## config.mk

```make
export PLATFORM = sky130hd
export DESIGN_NAME = rs_flag_bank_flat
export DESIGN_NICKNAME = d
export VERILOG_FILES = /design/src/rtl/rs_flag_bank_if.sv /design/src/rtl/rs_flag_bank.sv /design/src/flat_wrapper.sv
export SDC_FILE = /design/constraint.sdc
export NUM_CORES = 1
export LEC_CHECK = 0
export BUFFER_PORTS_ARGS = -buffer_cell sky130_fd_sc_hd__buf_2
export CORE_MARGIN = 3
export CORE_UTILIZATION = 35
export DETAILED_ROUTE_END_ITERATION = 6
export SYNTH_ARGS = -nofsm -noshare
export SYNTH_HDL_FRONTEND = slang
export SYNTH_SLANG_ARGS = --single-unit
```

## constraint.sdc

```tcl
create_clock -name clk -period 5.7 [get_ports clk]
set_clock_uncertainty 0.15 [all_clocks]
set_input_delay 0.855 -clock clk [delete_from_list [all_inputs] [get_ports clk]]
set_output_delay 0.855 -clock clk [all_outputs]
set_load 0.02 [all_outputs]
```

## src/rtl/rs_flag_bank_if.sv

```systemverilog
// rtl/rs_flag_bank_if.sv - set/clear/mask request bundle and flag status outputs of rs_flag_bank
interface rs_flag_bank_if #(
  parameter int N_CH = 8
);
  localparam int CW = $clog2(N_CH + 1);
  localparam int IW = (N_CH > 1) ? $clog2(N_CH) : 1;

  logic [N_CH-1:0] s;
  logic [N_CH-1:0] r;
  logic            clr_all;
  logic [N_CH-1:0] mask;
  logic [N_CH-1:0] q;
  logic [N_CH-1:0] ovf;
  logic            irq;
  logic [CW-1:0]   pend_cnt;
  logic [IW-1:0]   first_id;
  logic            first_valid;

  modport master (
    output s, r, clr_all, mask,
    input  q, ovf, irq, pend_cnt, first_id, first_valid
  );

  modport slave (
    input  s, r, clr_all, mask,
    output q, ovf, irq, pend_cnt, first_id, first_valid
  );
endinterface

```

## src/rtl/rs_flag_bank.sv

```systemverilog
// rtl/rs_flag_bank.sv - bank of sticky set/clear flags with overflow, masked irq, pending count and priority encoder
module rs_flag_bank #(
  parameter int N_CH         = 8,
  parameter int SET_PRIORITY = 1,
  parameter int EDGE_MODE    = 0
) (
  input logic           clk,
  input logic           reset,
  rs_flag_bank_if.slave bus
);
  localparam int CW = $clog2(N_CH + 1);
  localparam int IW = (N_CH > 1) ? $clog2(N_CH) : 1;

  logic [N_CH-1:0] s_d;
  logic [N_CH-1:0] s_evt;
  logic [N_CH-1:0] q_r, q_next;
  logic [N_CH-1:0] ovf_r, ovf_next;
  logic            irq_r, irq_next;
  logic [CW-1:0]   pend_r, pend_next;
  logic [IW-1:0]   fid_r, fid_next;

  assign s_evt = (EDGE_MODE != 0) ? (bus.s & ~s_d) : bus.s;

  always_comb begin
    q_next   = q_r;
    ovf_next = ovf_r;
    for (int i = 0; i < N_CH; i++) begin
      if (bus.clr_all)
        q_next[i] = 1'b0;
      else if (s_evt[i] && bus.r[i])
        q_next[i] = (SET_PRIORITY != 0);
      else if (s_evt[i])
        q_next[i] = 1'b1;
      else if (bus.r[i])
        q_next[i] = 1'b0;

      // A clear in the same cycle always cancels overflow, whichever side wins q.
      if (bus.clr_all || bus.r[i])
        ovf_next[i] = 1'b0;
      else if (s_evt[i] && q_r[i])
        ovf_next[i] = 1'b1;
    end
  end

  // Status outputs are derived from q_next so they land on the same edge as q.
  always_comb begin
    irq_next  = |(q_next & ~bus.mask);
    pend_next = '0;
    fid_next  = '0;
    for (int i = 0; i < N_CH; i++)
      pend_next = pend_next + CW'(q_next[i]);
    for (int i = N_CH - 1; i >= 0; i--)
      if (q_next[i] && !bus.mask[i])
        fid_next = IW'(i);
  end

  always_ff @(posedge clk) begin
    if (reset) begin
      s_d    <= '0;
      q_r    <= '0;
      ovf_r  <= '0;
      irq_r  <= 1'b0;
      pend_r <= '0;
      fid_r  <= '0;
    end else begin
      s_d    <= bus.s;
      q_r    <= q_next;
      ovf_r  <= ovf_next;
      irq_r  <= irq_next;
      pend_r <= pend_next;
      fid_r  <= fid_next;
    end
  end

  assign bus.q           = q_r;
  assign bus.ovf         = ovf_r;
  assign bus.irq         = irq_r;
  assign bus.pend_cnt    = pend_r;
  assign bus.first_id    = fid_r;
  assign bus.first_valid = irq_r;
endmodule
```

## src/flat_wrapper.sv

```systemverilog
// flat-port wrapper written by rule: the top's interface ports become plain ports
module rs_flag_bank_flat 
#(
  parameter int N_CH         = 8,
  parameter int SET_PRIORITY = 1,
  parameter int EDGE_MODE    = 0
)
  (clk, reset, bus_s, bus_r, bus_clr_all, bus_mask, bus_q, bus_ovf, bus_irq, bus_pend_cnt, bus_first_id, bus_first_valid);
  rs_flag_bank_if #(.N_CH(N_CH)) bus_i ();
  input logic clk;
  input logic reset;
  input wire logic [$bits(bus_i.s)-1:0] bus_s;
  input wire logic [$bits(bus_i.r)-1:0] bus_r;
  input wire logic [$bits(bus_i.clr_all)-1:0] bus_clr_all;
  input wire logic [$bits(bus_i.mask)-1:0] bus_mask;
  output wire logic [$bits(bus_i.q)-1:0] bus_q;
  output wire logic [$bits(bus_i.ovf)-1:0] bus_ovf;
  output wire logic [$bits(bus_i.irq)-1:0] bus_irq;
  output wire logic [$bits(bus_i.pend_cnt)-1:0] bus_pend_cnt;
  output wire logic [$bits(bus_i.first_id)-1:0] bus_first_id;
  output wire logic [$bits(bus_i.first_valid)-1:0] bus_first_valid;
  assign bus_i.s = bus_s;
  assign bus_i.r = bus_r;
  assign bus_i.clr_all = bus_clr_all;
  assign bus_i.mask = bus_mask;
  assign bus_q = bus_i.q;
  assign bus_ovf = bus_i.ovf;
  assign bus_irq = bus_i.irq;
  assign bus_pend_cnt = bus_i.pend_cnt;
  assign bus_first_id = bus_i.first_id;
  assign bus_first_valid = bus_i.first_valid;
  rs_flag_bank #(.N_CH(N_CH), .SET_PRIORITY(SET_PRIORITY), .EDGE_MODE(EDGE_MODE)) u_core (.clk(clk), .reset(reset), .bus(bus_i));
endmodule
```

# [Word-level counts from Yosys, hierarchy flattened]
# Index checks and enable logic that the tools add are counted.
[totals] regBits=24 output_inout_bits=25 elab_cells=114
[op_classes] n_addsub=7 muxes=39 bitwise_logic=2 n_reduce_logical=52
[op_table] op="two-way mux 1 bit" count=33
[op_table] op="adder 4 x 1 -> 4 bit" count=6
[op_table] op="logical AND 1 bit" count=24
[op_table] op="OR reduction 2 bit" count=9
[op_table] op="two-way mux 3 bit" count=4
[op_table] op="bitwise AND 8 bit" count=1
[op_table] op="logical NOT 1 bit" count=8
[op_table] op="logical OR 1 bit" count=8
[op_table] op="inverter 8 bit" count=1
[op_table] op="OR reduction 8 bit" count=1
[op_table] op="OR reduction 5 bit" count=1
[op_table] op="two-way mux 2 bit" count=2
[op_table] op="OR reduction 3 bit" count=1
[op_table] op="adder 1 x 1 -> 2 bit" count=1

# [Longest topological paths before layout]
[logic_depth] word_depth=12 depth_mapped=11 depth_no_buf=11

# [Worst setup path before layout]
# OpenSTA, ideal clock, no wires.
[synth_path] path_type="input to register" startpoint="input bus_r[1]" endpoint="register u_core.pend_r[2], in the netlist u_core.bus.pend_cnt[2]" t_arrival_ps=3403 required_time_ps=5436 slack_ps=2033 cell_stages=11 path_cell_list="inv_1 -> a21oi_1 -> nor2_1 -> ha_1 -> fa_1 -> fa_1 -> inv_1 -> fa_1 -> fa_1 -> xor2_1 -> nor2_1"
[synth_via] elab_chain_cells=11 word_cells_on_any_way=12 classes_between="add/sub: 7; mux: 4; reduce/logical: 1"
[synth_lines] element="from (decl)" line="flat_wrapper.sv:13" text="input wire logic [$bits(bus_i.r)-1:0] bus_r;"
[synth_lines] element="two-way mux 1 bit" line="rs_flag_bank.sv:34" text="else if (bus.r[i])"
[synth_lines] element="two-way mux 1 bit" line="rs_flag_bank.sv:32" text="else if (s_evt[i])"
[synth_lines] element="two-way mux 1 bit (*)" line="rs_flag_bank.sv:30" text="else if (s_evt[i] && bus.r[i])"
[synth_lines] element="two-way mux 1 bit (*)" line="rs_flag_bank.sv:28" text="if (bus.clr_all)"
[synth_lines] element="named net u_core.q_next[1]" line="rs_flag_bank.sv:16" text="logic [N_CH-1:0] q_r, q_next;"
[synth_lines] element="adder 1 x 1 -> 2 bit (*)" line="rs_flag_bank.sv:51" text="pend_next = pend_next + CW'(q_next[i]);"
[synth_lines] element="adder 4 x 1 -> 4 bit (*) (6 in series)" line="rs_flag_bank.sv:51"
[synth_lines] element="to (signal assigned)" line="rs_flag_bank.sv:70" text="pend_r <= pend_next;"
[synth_lines] element="to (decl)" line="rs_flag_bank.sv:19" text="logic [CW-1:0] pend_r, pend_next;"
# The timed path passes the listed nets; every way through them passes the cells marked *.
# A chain may end at the register's enable or synchronous reset.

# [Worst setup path in the final report]
# Ends and elaborated chain as after synthesis.

==> metrics.cfg <==
[finish]
instances_no_fill=215
area_growth_pct=26.7
fin_nets=206
regArea_um2=480
insertedDiodeCount=0
layout-drive-gt1-share_pct=41.5
nFillCells=324
multi_input_area_um2=602
final_cell_area_um2=1470

[power]
ir_worst_vdd_mv=0.0887
power_density_nw_per_um2=264
power_uw=388
p_leak_nw=0.693

[timing]
max_freq_mhz=279
worstMarginPinSlew_ps=618
period_share_pct=62.9
period_minus_slack_ps=3580
max_slew_margin_pct=58.8
hold_viol=0
setup-tns-final_ps=0
rsz0062_at_grt=no
finalMaxSlewViolations=0
finalSetupViolCount=0

[clock_tree]
cts_hold_buf=0
cts.sinks=24
post_cts_buffers=0
cts_buffers=3
htreeDepth=1
clock_path_buffers=2
cts_tree=done
clk_pin_slew_ps=130
worstSkewPairLatency_ps=310
cts_resized=0
cts-root-buf=clkbuf_4

[logic_synthesis]
synth.distinct_cells=29
syn_area_um2=1160
synth_most_common_cell=nor2_1
ys.flop_type=dfxtp_1
synth_top_area_cell=dfxtp_1
yosys.area.top_type_share_pct=41.5
syn_nets=156
synth_seq_cells=24
ys_seq_area_share_pct=41.5
avgSynthCellArea_um2=9.50
synth-edff-count=0
yosysWarnings=0
async_flop_share_pct=0
ys_top_cells_by_area=dfxtp_1 (41%), nor2_1 (9.1%), fa_1 (6.9%)
ys_top_cells_by_count=nor2_1 (28), dfxtp_1 (24), a21oi_1 (11)
netlist_instances=122

[drt]
wl_mm=2.42
wl_per_cell_um=11.3
drc=0
ant_nets=0
first_pass_iters=4
routed_via_density=4.54
num_vias=976
drtIter0Drc=9

[critical_path]
critPathMaxFanout=3
start_kind=primary input
crit_buf_inv=3
slowest_delay_ps=480
worst-setup-path-type=primary input to register
critPathRequiredTime_ps=5760
setup.worst_path.end_class=register
critical_path.top_delay_family=adder cells
cp_common_cell=fa_1
crit_arrival_ps=3640
crit_chain=buf_2, inv_1, a21oi_1, nor2_1, ha_1, fa_1, fa_1, inv_1, fa_1, fa_1, xor2_1, nor2_1
crit_slowest_cell=fa_1

[min_path]
holdCritPathClass=register to register

[grt]
grt_first_pass_wirelength_mm=4.12
grt_max_degree=18
antenna_found_initial=0
grt_pass1_vias=979
grt.overflow.total=0
grt.total_usage_pct=12.7

[placed_design]
io_buffers=51
place_area_um2=1420
place_hpwl_mm=2.00
dp_cells=211
gp_congestion=0.798

[die]
die-height_um=63.5
die-area_um2=4040
core_um2=3100
rows=20
io-pin-count=52
die_w_um=63.5
initial_core_util_pct=37.3

[run_status]
status=completed

[job]
drv_cap=0

path summary, 6_finish.rpt:
check	startpoint	endpoint	slack, ps	cells after the start
min	u_core.bus.ovf[3]	u_core.bus.ovf[3]	370	2
max reg2reg	u_core.bus.q[1]	u_core.bus.pend_cnt[2]	2420	10
max	bus_r[1]	u_core.bus.pend_cnt[2]	2120	12
min reg2reg	u_core.bus.ovf[3]	u_core.bus.ovf[3]	370	2
sequential cells by signal, indices dropped and copies added, names as in the netlist:
register / flops
u_core.bus.q: 8
u_core.bus.ovf: 8
u_core.bus.first_id: 3
u_core.bus.pend_cnt: 4
u_core.bus.first_valid: 1
layout make-up:
| cell class | instances | area share [%] |
|---|---|---|
| Clock buffer | 3 | 1.53 |
| Sequential cell | 24 | 32.7 |
| Timing Repair Buffer | 51 | 17.4 |
| Inverter | 6 | 1.53 |
| Multi-Input combinational cell | 86 | 41.0 |
| Tap cell | 44 | 3.75 |
| Clock inverter | 1 | 2.05 |
per-stage QoR:
| stage | utilization (%) | setup slack [ps] | hold slack (ps) |
|---|---|---|---|
| 2_1_floorplan | - | 2030 | 425 |
| 6_report | 47.3 | 2120 | 366 |
| 3_5_place_dp | 45.6 | 1780 | 341 |
| 3_3_place_gp | 45.6 | 1840 | 329 |
| 4_1_cts | 47.3 | 2120 | 367 |
| 5_1_grt | 47.3 | 2020 | 378 |
worst min-delay path, cell delays in order (launching register included):
cell and delay (ps):
dfxtp_1 330, a21oi_1 110, nor3_1 50
where the power goes:
part	internal (mW)	switching, mW	leakage [nW]
registers	0.178	0.00339	0.196
clock network	0.0711	0.0502	0.0279
logic	0.0347	0.0511	0.469
metal layers:
layer | routed length (um) | global-route usage, % | up-vias
met5 | 0 | 0 | -
met4 | 17 | 4.85 | 0
met3 | 186 | 2.67 | 2
met2 | 1090 | 20.7 | 37
met1 | 1130 | 16.3 | 438
li1 | - | - | 499
cell usage in the layout (no fill, tap or decap):
master,Yosys,layout
or2_2,1,1
nor2_1,28,28
o21ai_2,1,1
o21ai_0,1,1
or2_1,1,1
clkbuf_4,0,3
nand3_1,1,1
nor2b_1,6,6
fa_1,4,4
ha_1,3,3
o21bai_4,1,1
a21oi_2,2,2
xor2_1,1,1
dfxtp_1,24,24
nor2b_4,2,2
o21a_1,2,2
o22a_2,1,1
o21ai_1,4,4
nor3b_1,1,1
nand2_1,1,1
bufinv_16,0,1
nor3_2,5,5
nor3b_2,1,1
nor3_1,6,6
a21oi_1,11,11
nor4_2,1,1
o31ai_4,1,1
inv_1,6,6
buf_2,1,51
logic make-up (layout without fill, tap and decap cells):
kind of cell,count (synthesis),after routing,synth area share (%)
buffers and inverters,12,61,6.59
XOR/XNOR,1,1,0.756
adder cells (fa/ha/maj),7,7,10.2
AND/OR/NAND/NOR,54,54,26.2
flip-flops,24,24,41.5
AO/OA/AOI/OAI,24,24,14.8
No activity file was read; power rests on OpenSTA's default activity.
